[src/rtl/coord_point_sequencer_if.sv]
// coord_point_sequencer_if: upstream, core and result signals of the point sequencer
interface coord_point_sequencer_if #(
  parameter int N  = 3,
  parameter int CW = 8
);
  logic          in_valid;
  logic          in_ready;
  logic [N-1:0]  in_x, in_y, in_z;
  logic          core_start;
  logic [N-1:0]  core_x, core_y, core_z;
  logic          core_done;
  logic [N-1:0]  core_x_out, core_y_out, core_z_out;
  logic          res_valid;
  logic [N-1:0]  res_x, res_y, res_z;
  logic          res_match;
  logic          res_timeout;
  logic          busy;
  logic [CW-1:0] pass_count, fail_count, timeout_count;
  modport slave (
    input  in_valid, in_x, in_y, in_z, core_done, core_x_out, core_y_out, core_z_out,
    output in_ready, core_start, core_x, core_y, core_z, res_valid, res_x, res_y, res_z,
           res_match, res_timeout, busy, pass_count, fail_count, timeout_count
  );
  modport master (
    output in_valid, in_x, in_y, in_z, core_done, core_x_out, core_y_out, core_z_out,
    input  in_ready, core_start, core_x, core_y, core_z, res_valid, res_x, res_y, res_z,
           res_match, res_timeout, busy, pass_count, fail_count, timeout_count
  );
endinterface

[src/rtl/coord_point_sequencer.sv]
// coord_point_sequencer: FIFO-buffered feeder that runs each triple through the core and scores the result
module coord_point_sequencer #(
  parameter int N            = 3,
  parameter int DEPTH        = 4,
  parameter int START_CYCLES = 2,
  parameter int TIMEOUT      = 255,
  parameter int CW           = 8
) (
  input logic                    clk,
  input logic                    reset,
  coord_point_sequencer_if.slave bus
);
  localparam int AW = $clog2(DEPTH);
  localparam int SW = $clog2(START_CYCLES + 1);
  localparam int TW = $clog2(TIMEOUT);
  localparam int W  = 3 * N;
  typedef enum logic [1:0] {IDLE, START, WAIT, REPORT} state_t;
  state_t        state_q, state_d;
  logic [W-1:0]  mem_q [DEPTH];
  logic [AW-1:0] wp_q, wp_d, rp_q, rp_d;
  logic [AW:0]   cnt_q, cnt_d;
  logic [W-1:0]  hold_q, hold_d, res_q, res_d, got;
  logic [SW-1:0] sc_q, sc_d;
  logic [TW-1:0] wd_q, wd_d;
  logic          armed_q, armed_d, match_q, match_d, to_q, to_d;
  logic [CW-1:0] pass_q, pass_d, fail_q, fail_d, tout_q, tout_d;
  logic          full, empty, push, pop;
  always_comb begin
    full    = cnt_q == (AW+1)'(DEPTH);
    empty   = cnt_q == '0;
    push    = bus.in_valid && !full;
    pop     = state_q == IDLE && !empty;
    got     = {bus.core_x_out, bus.core_y_out, bus.core_z_out};
    wp_d    = push ? wp_q + AW'(1) : wp_q;
    rp_d    = pop ? rp_q + AW'(1) : rp_q;
    cnt_d   = cnt_q + (AW+1)'(push) - (AW+1)'(pop);
    state_d = state_q;
    hold_d  = hold_q;
    res_d   = res_q;
    sc_d    = sc_q;
    wd_d    = wd_q;
    armed_d = armed_q;
    match_d = match_q;
    to_d    = to_q;
    pass_d  = pass_q;
    fail_d  = fail_q;
    tout_d  = tout_q;
    case (state_q)
      IDLE: if (pop) begin
        hold_d  = mem_q[rp_q];
        sc_d    = '0;
        state_d = START;
      end
      START: begin
        sc_d    = sc_q + SW'(1);
        armed_d = 1'b0;
        wd_d    = '0;
        state_d = sc_q == SW'(START_CYCLES - 1) ? WAIT : START;
      end
      WAIT: begin
        armed_d = armed_q || !bus.core_done;
        if (armed_q && bus.core_done) begin
          res_d   = got;
          match_d = got == hold_q;
          to_d    = 1'b0;
          state_d = REPORT;
        end else if (wd_q == TW'(TIMEOUT - 1)) begin
          res_d   = '0;
          match_d = 1'b0;
          to_d    = 1'b1;
          state_d = REPORT;
        end else
          wd_d = wd_q + TW'(1);
      end
      default: begin
        pass_d  = pass_q + CW'(match_q && pass_q != '1);
        tout_d  = tout_q + CW'(to_q && tout_q != '1);
        fail_d  = fail_q + CW'(!match_q && !to_q && fail_q != '1);
        state_d = IDLE;
      end
    endcase
  end
  always_ff @(posedge clk) begin
    if (reset) begin
      state_q <= IDLE;
      wp_q    <= '0;
      rp_q    <= '0;
      cnt_q   <= '0;
      hold_q  <= '0;
      res_q   <= '0;
      sc_q    <= '0;
      wd_q    <= '0;
      armed_q <= 1'b0;
      match_q <= 1'b0;
      to_q    <= 1'b0;
      pass_q  <= '0;
      fail_q  <= '0;
      tout_q  <= '0;
    end else begin
      state_q <= state_d;
      wp_q    <= wp_d;
      rp_q    <= rp_d;
      cnt_q   <= cnt_d;
      hold_q  <= hold_d;
      res_q   <= res_d;
      sc_q    <= sc_d;
      wd_q    <= wd_d;
      armed_q <= armed_d;
      match_q <= match_d;
      to_q    <= to_d;
      pass_q  <= pass_d;
      fail_q  <= fail_d;
      tout_q  <= tout_d;
    end
  end
  always_ff @(posedge clk)
    if (push) mem_q[wp_q] <= {bus.in_x, bus.in_y, bus.in_z};
  assign bus.in_ready                       = !full;
  assign bus.core_start                     = state_q == START;
  assign {bus.core_x, bus.core_y, bus.core_z} = hold_q;
  assign bus.res_valid                      = state_q == REPORT;
  assign {bus.res_x, bus.res_y, bus.res_z}    = res_q;
  assign bus.res_match                      = match_q;
  assign bus.res_timeout                    = to_q;
  assign bus.busy                           = state_q != IDLE;
  assign bus.pass_count                     = pass_q;
  assign bus.fail_count                     = fail_q;
  assign bus.timeout_count                  = tout_q;
endmodule

[src/flat_wrapper.sv]
// flat-port wrapper written by rule: the top's interface ports become plain ports
module coord_point_sequencer_flat 
#(
  parameter int N            = 3,
  parameter int DEPTH        = 4,
  parameter int START_CYCLES = 2,
  parameter int TIMEOUT      = 255,
  parameter int CW           = 8
)
  (clk, reset, bus_in_valid, bus_in_x, bus_in_y, bus_in_z, bus_core_done, bus_core_x_out, bus_core_y_out, bus_core_z_out, bus_in_ready, bus_core_start, bus_core_x, bus_core_y, bus_core_z, bus_res_valid, bus_res_x, bus_res_y, bus_res_z, bus_res_match, bus_res_timeout, bus_busy, bus_pass_count, bus_fail_count, bus_timeout_count);
  coord_point_sequencer_if #(.N(N), .CW(CW)) bus_i ();
  input logic clk;
  input logic reset;
  input wire logic [$bits(bus_i.in_valid)-1:0] bus_in_valid;
  input wire logic [$bits(bus_i.in_x)-1:0] bus_in_x;
  input wire logic [$bits(bus_i.in_y)-1:0] bus_in_y;
  input wire logic [$bits(bus_i.in_z)-1:0] bus_in_z;
  input wire logic [$bits(bus_i.core_done)-1:0] bus_core_done;
  input wire logic [$bits(bus_i.core_x_out)-1:0] bus_core_x_out;
  input wire logic [$bits(bus_i.core_y_out)-1:0] bus_core_y_out;
  input wire logic [$bits(bus_i.core_z_out)-1:0] bus_core_z_out;
  output wire logic [$bits(bus_i.in_ready)-1:0] bus_in_ready;
  output wire logic [$bits(bus_i.core_start)-1:0] bus_core_start;
  output wire logic [$bits(bus_i.core_x)-1:0] bus_core_x;
  output wire logic [$bits(bus_i.core_y)-1:0] bus_core_y;
  output wire logic [$bits(bus_i.core_z)-1:0] bus_core_z;
  output wire logic [$bits(bus_i.res_valid)-1:0] bus_res_valid;
  output wire logic [$bits(bus_i.res_x)-1:0] bus_res_x;
  output wire logic [$bits(bus_i.res_y)-1:0] bus_res_y;
  output wire logic [$bits(bus_i.res_z)-1:0] bus_res_z;
  output wire logic [$bits(bus_i.res_match)-1:0] bus_res_match;
  output wire logic [$bits(bus_i.res_timeout)-1:0] bus_res_timeout;
  output wire logic [$bits(bus_i.busy)-1:0] bus_busy;
  output wire logic [$bits(bus_i.pass_count)-1:0] bus_pass_count;
  output wire logic [$bits(bus_i.fail_count)-1:0] bus_fail_count;
  output wire logic [$bits(bus_i.timeout_count)-1:0] bus_timeout_count;
  assign bus_i.in_valid = bus_in_valid;
  assign bus_i.in_x = bus_in_x;
  assign bus_i.in_y = bus_in_y;
  assign bus_i.in_z = bus_in_z;
  assign bus_i.core_done = bus_core_done;
  assign bus_i.core_x_out = bus_core_x_out;
  assign bus_i.core_y_out = bus_core_y_out;
  assign bus_i.core_z_out = bus_core_z_out;
  assign bus_in_ready = bus_i.in_ready;
  assign bus_core_start = bus_i.core_start;
  assign bus_core_x = bus_i.core_x;
  assign bus_core_y = bus_i.core_y;
  assign bus_core_z = bus_i.core_z;
  assign bus_res_valid = bus_i.res_valid;
  assign bus_res_x = bus_i.res_x;
  assign bus_res_y = bus_i.res_y;
  assign bus_res_z = bus_i.res_z;
  assign bus_res_match = bus_i.res_match;
  assign bus_res_timeout = bus_i.res_timeout;
  assign bus_busy = bus_i.busy;
  assign bus_pass_count = bus_i.pass_count;
  assign bus_fail_count = bus_i.fail_count;
  assign bus_timeout_count = bus_i.timeout_count;
  coord_point_sequencer #(.N(N), .DEPTH(DEPTH), .START_CYCLES(START_CYCLES), .TIMEOUT(TIMEOUT), .CW(CW)) u_core (.clk(clk), .reset(reset), .bus(bus_i));
endmodule
[config.mk]
export PLATFORM = sky130hd
export DESIGN_NAME = coord_point_sequencer_flat
export DESIGN_NICKNAME = d
export VERILOG_FILES = /design/src/rtl/coord_point_sequencer_if.sv /design/src/rtl/coord_point_sequencer.sv /design/src/flat_wrapper.sv
export SDC_FILE = /design/constraint.sdc
export NUM_CORES = 1
export LEC_CHECK = 0
export ABC_CLOCK_PERIOD_IN_PS = 2400
export BUFFER_PORTS_ARGS = -buffer_cell sky130_fd_sc_hd__buf_2
export CAP_MARGIN = 20
export CORE_MARGIN = 2
export CORE_UTILIZATION = 49
export DETAILED_ROUTE_END_ITERATION = 16
export PLACE_DENSITY = 0.79
export SLEW_MARGIN = 20
export SYNTH_ARGS = -nofsm -noshare
export SYNTH_HDL_FRONTEND = slang
export SYNTH_SLANG_ARGS = --single-unit
[constraint.sdc]
create_clock -name clk -period 2.4 [get_ports clk]
set_input_delay 0.24 -clock clk [delete_from_list [all_inputs] [get_ports clk]]
set_output_delay 0.24 -clock clk [all_outputs]
set_load 0.005 [all_outputs]
Yosys cells after proc, flatten, opt, wreduce, memory -nomap -nowiden
Memories as Yosys holds them, arrays and structs flattened. A register that Yosys moved wholly into a read port is not among the register bits.
Index checks and enable logic that the tools add are counted.
{"block": "word_totals", "reg_bits": 55, "ram_bits": 36, "in_bits": 22, "out_inout_bits": 48, "elab_cells": 81, "memories": 1}
{"memory": "u_core.mem_q", "depth": 4, "width": 9, "rd": 1, "rd_ports_with_merged_regs": 1, "write_ports": 1, "line": "coord_point_sequencer.sv:19", "source": "logic [W-1:0] mem_q [DEPTH];"}
{"block": "op_classes", "addsub": 9, "n_eq_ne": 14, "muxes": 19, "reduce_logical": 25}
{"op": "8-bit by 1-bit adder with 8-bit output", "count": 3}
{"op": "8-bit inequality test (second input constant)", "count": 3}
{"op": "9-bit two-way mux", "count": 2}
{"op": "8-bit two-way mux", "count": 2}
{"op": "8-bit one-hot mux with 2 select lines", "count": 1}
{"op": "2-bit two-way mux", "count": 5}
{"op": "9-bit == test", "count": 1}
{"op": "8-bit by 1-bit adder with 8-bit output (second input constant)", "count": 1}
{"op": "8-bit == test (second input constant)", "count": 1}
{"op": "2-bit AND reduction", "count": 4}
{"op": "2-bit nonzero test", "count": 4}
{"op": "1-bit logical AND", "count": 7}
{"op": "2-bit by 1-bit adder with 2-bit output (second input constant)", "count": 3}
{"op": "1-bit two-way mux", "count": 6}
{"op": "2-bit one-hot mux with 3 select lines", "count": 1}
{"op": "1-bit zero test", "count": 5}
{"op": "2-bit by 1-bit == test with 1-bit output (second input constant)", "count": 2}
{"op": "2-bit == test (second input constant)", "count": 2}
{"op": "2-bit inequality test (second input constant)", "count": 2}
{"op": "2-bit one-hot mux with 2 select lines", "count": 1}
{"op": "3-bit by 1-bit adder with 3-bit output", "count": 1}
{"op": "3-bit == test (second input constant)", "count": 1}
{"op": "3-bit zero test", "count": 1}
{"op": "3-bit by 1-bit inequality test with 1-bit output (second input constant)", "count": 1}
{"op": "7 further kinds", "count": 7}

Logic depth before layout (Yosys ltp)
{"block": "depth", "depth_word": 5, "ltp_mapped": 13, "depth_no_buf": 12}

Worst setup path after synthesis
OpenSTA, ideal clock, no wires.
{"block": "synth_timing", "kind": "flip-flop to flip-flop", "startpoint": "reg u_core.state_q[1]", "endpoint": "reg u_core.cnt_q[2]", "setup_ns": 0.128, "arrival_ns": 2.371, "required_ns": 2.272, "slack_ns": -0.098, "stages_incl_launch_ff": 14, "synth_period_minus_slack_ns": 2.498, "path_cell_list": "dfxtp_1 > inv_1 > ha_1 > o31ai_4 > inv_2 > clkbuf_1 > ha_1 > inv_1 > ha_1 > inv_1 > fa_1 > xor2_1 > xnor2_1 > nor2_1"}
{"block": "synth_between", "elab_chain_len": 3}
{"element": "start: declaration", "line": "coord_point_sequencer.sv:18", "source": "state_t state_q, state_d;"}
{"element": "start signal: assignment", "line": "coord_point_sequencer.sv:100", "source": "state_q <= state_d;"}
{"element": "2-bit zero test", "line": "coord_point_sequencer.sv:32", "source": "pop = state_q == IDLE && !empty;"}
{"element": "1-bit logical AND", "line": "coord_point_sequencer.sv:32"}
{"element": "via u_core.pop", "line": "coord_point_sequencer.sv:27", "source": "logic full, empty, push, pop;"}
{"element": "3-bit by 1-bit subtractor with 3-bit output", "line": "coord_point_sequencer.sv:36", "source": "cnt_d = cnt_q + (AW+1)'(push) - (AW+1)'(pop);"}
{"element": "end signal: assignment", "line": "coord_point_sequencer.sv:103", "source": "cnt_q <= cnt_d;"}
{"element": "end: declaration", "line": "coord_point_sequencer.sv:21", "source": "logic [AW:0] cnt_q, cnt_d;"}
The timed path passes the listed nets, and every way through them passes these cells.
A chain may end at the register's enable or synchronous reset.

Final worst setup path
{"block": "layout_timing", "startpoint": "reg u_core.state_q[1]", "endpoint": "reg u_core.cnt_q[2]"}
{"block": "layout_between", "elab_chain_len": 3}
{"element": "2-bit zero test", "line": "coord_point_sequencer.sv:32"}
{"element": "1-bit logical AND", "line": "coord_point_sequencer.sv:32"}
{"element": "3-bit by 1-bit subtractor with 3-bit output", "line": "coord_point_sequencer.sv:36"}
No other way between the ends.

==> impl_metrics.ini <==
[detailed_routing]
finalWirelength_um = 8790
via_per_inst = 5.53
routed_wire_length_per_instance_um = 15.5
detailedRoute.firstIterationViolations = 179
detail_route.drc_violations = 0
vias_post_dr = 3147
detailed_router_iteration_count_before_antenna_repair = 4
route.antenna.remaining_nets = 0

[logic_synthesis]
yosysTopAreaCellShare = 0.293
synth.distinct_cells = 58
async_set_reset_flop_share_out_of_synthesis = 0
synth-seq-cells = 100
ys_dominant_reg_cell = sky130_fd_sc_hd__dfxtp_1
mappedNetlistArea_sq_um = 4370
synth_area_leader_cell = sky130_fd_sc_hd__dfxtp_1
edff_count_synth = 36
netlist_top_cells_area = sky130_fd_sc_hd__dfxtp_1 (29%), sky130_fd_sc_hd__edfxtp_1 (25%), sky130_fd_sc_hd__ha_1 (5.7%)
synthCells = 377
post-synth-top-count-cell = sky130_fd_sc_hd__dfxtp_1
synthesis.nets = 420
synth-seq-area-share = 0.541
syn-mean-instance-area_sq_um = 11.6
synthTopCellsByCount = sky130_fd_sc_hd__dfxtp_1 (64), sky130_fd_sc_hd__nand2_1 (39), sky130_fd_sc_hd__edfxtp_1 (36)
synth-warning-count = 0

[global_route]
overflow = 0
grt_pass1_wl_um = 14800
grt_max_degree = 32
antenna_found_initial = 0
global_route.usage.total = 0.190
first_global_vias = 3075

[worst_setup_path]
cp_common_cell = sky130_fd_sc_hd__inv_1
worstSetupEndpoint = u_core.cnt_q[2]
cp-end-kind = flip-flop
critPathLaunch = u_core.state_q[1]
slowest_stage = sky130_fd_sc_hd__fa_1
startpoint_type = flip-flop
worstPathArrival_ps = 2530
crit_path_max_incr_delay_ps = 370
crit_type = reg2reg
r2r-end = u_core.cnt_q[2]
data_required_critical_path_ps = 2640
r2r_start = u_core.state_q[1]
reg2reg_slack_ps = 110
ordered_cell_list_for_the_critical_path = inv_1 -> ha_2 -> o31ai_4 -> inv_2 -> ha_1 -> inv_1 -> ha_1 -> inv_1 -> fa_1 -> xor2_1 -> xnor2_1 -> nor2_1
cp_max_fo = 5
r2r.worst_path.cells = 12

[sta]
count_of_endpoints_failing_setup_in_the_final_report = 0
tmin_final_ps = 2290
hold_viol_final = 0
worst_setup_slack_after_layout_ps = 112
rsz0062_at_grt = false
setup_tns_ps = 0
max_freq_mhz = 437
tightest_slew_ps = 525
final_max_slew_viol_count = 0
finalClockSkew_ps = 9.94
slew_headroom = 0.650
fin_crit_sh = 0.953

[power]
share_clk_of_total_power = 0.254
cellLeakagePower_uw = 0.00201
ir_worst_vdd_mv = 0.547
seqPwrFrac = 0.475
total_switching_power_uw = 1410
part_of_the_power_in_combinational_logic = 0.271
power.internal_uw = 3020
switching_share = 0.319
power_per_cell_area_nw_per_um2 = 875
report.power.total_uw = 4430

[cts]
clock_root_buffer = sky130_fd_sc_hd__clkbuf_8
cts_post_setup_buffers_inserted = 1
post_cts_resized = 0
cts_tree = built
worstSkewPairLatency_ps = 370
cts-hold-fix-buffers = 0
htree_num_levels = 3
numClockSinks = 100
cts_bufs_inserted = 9
cts_buffer_depth = 2
clkTransAtPathRegs_ps = 100

[floorplan]
ports = 70
die_area_sq_um = 9680
core_area_sq_um = 8680
die_h_um = 98.4
floorplan.initialDensity = 0.503
placementRows = 34
die_w_um = 98.4

[placed_design]
weighted_congestion_at_the_end_of_routability_driven_global_placement = 0.837
dp_hpwl_um = 6310
place_ws_ps = 39.1
placed_cells = 552
buffer_ports.inserted = 69

[run_status]
status = complete, no violations

[min_path]
min-delay-path-class = in2reg
hold_start = bus_in_y[1]

[run]
cap_violations = 0

[cells_and_area]
area_delta_synth_final_pct = 15.9
finish.net_count = 499
post_route_cells_drive_above_1_share = 0.262
layout.filler_cells = 762
finish.utilization = 0.583
antennaDiodeCount = 0
layout.cells.non_filler = 569
## cell type report
class	instances	area (sq um)	share of cell area
Timing Repair Buffer	80	428	0.0845
Multi-Input combinational cell	250	1870	0.370
Sequential cell	100	2360	0.467
Clock inverter	7	85.1	0.0168
Inverter	15	56.3	0.0111
Tap cell	108	135	0.0267
Clock buffer	9	124	0.0245
## cells in the final DEF (no fill, tap or decap), types with 11 or more instances in the layout
cell type	netlist	final
sky130_fd_sc_hd__edfxtp_1	36	36
sky130_fd_sc_hd__nand2_1	39	39
sky130_fd_sc_hd__xor2_1	18	18
sky130_fd_sc_hd__a21oi_1	21	21
sky130_fd_sc_hd__ha_1	20	19
sky130_fd_sc_hd__buf_2	3	69
sky130_fd_sc_hd__buf_4	0	11
sky130_fd_sc_hd__nand4_1	16	16
sky130_fd_sc_hd__nor2_1	27	27
sky130_fd_sc_hd__dfxtp_1	64	64
sky130_fd_sc_hd__inv_1	14	14
## worst max-delay path: cells and delay by family (launching register included)
family                   cells  cell delay [ps]
adder cells (fa/ha/maj)      4             1020
AO/OA/AOI/OAI                1              100
flip-flops                   1              330
buffers and inverters        4              300
XOR/XNOR                     2              350
AND/OR/NAND/NOR              1               60
## worst min-delay path by stage
stage	end	slack, ps	cells past startpoint
after floorplan	u_core.mem_q[0][0]	340	0
after global placement	u_core.mem_q[3][5]	450	1
after detailed placement	u_core.mem_q[1][5]	460	1
after CTS	u_core.mem_q[1][7]	60	1
after global routing	u_core.mem_q[3][6]	60	1
final	u_core.mem_q[2][4]	80	1
## cell families (layout without fill, tap and decap cells)
| kind of cell | Yosys count | after routing | synth area share |
|---|---|---|---|
| buffers and inverters | 27 | 111 | 0.0310 |
| AO/OA/AOI/OAI | 66 | 66 | 0.105 |
| multiplexers | 16 | 16 | 0.0625 |
| AND/OR/NAND/NOR | 121 | 121 | 0.146 |
| flip-flops | 100 | 100 | 0.541 |
| XOR/XNOR | 26 | 26 | 0.0522 |
| adder cells (fa/ha/maj) | 21 | 21 | 0.0619 |
## layer usage
| layer | GRT usage | routed length [um] | vias up |
|---|---|---|---|
| met5 | 0 | 0 | - |
| met4 | 0.0537 | 29 | 0 |
| met3 | 0.0451 | 378 | 2 |
| met2 | 0.340 | 4640 | 82 |
| met1 | 0.229 | 3740 | 1532 |
| li1 | - | - | 1531 |
## through the flow
step	area, sq um	hold WS, ps
6_report	5060	76.1
2_1_floorplan	4370	339
4_1_cts	5060	61.9
3_3_place_gp	4840	451
5_1_grt	5060	57.2
3_5_place_dp	4840	457
## flip-flops by register name, indices dropped and copies added (netlist names), 2 cells and up
name,cells
u_core.hold_q,9
u_core.cnt_q,3
u_core.bus.fail_count,8
u_core.bus.timeout_count,8
u_core.sc_q,2
u_core.rp_q,2
u_core.state_q,2
u_core.wd_q,8
u_core.res_q,9
u_core.bus.pass_count,8
u_core.wp_q,2
u_core.mem_q,36
## power groups by stage
| stage | registers (uW) | clock network, uW | logic, uW |
|---|---|---|---|
| final | 2100 | 1130 | 1200 |
| after global routing | 2130 | 1230 | 1340 |
| after CTS | 2100 | 1160 | 1210 |
| after detailed placement | 2140 | 0 | 1180 |
| after global placement | 2130 | 0 | 1120 |
| after floorplan | 2110 | 0 | 820 |
Note: power is estimated with default switching activity, not from simulation.
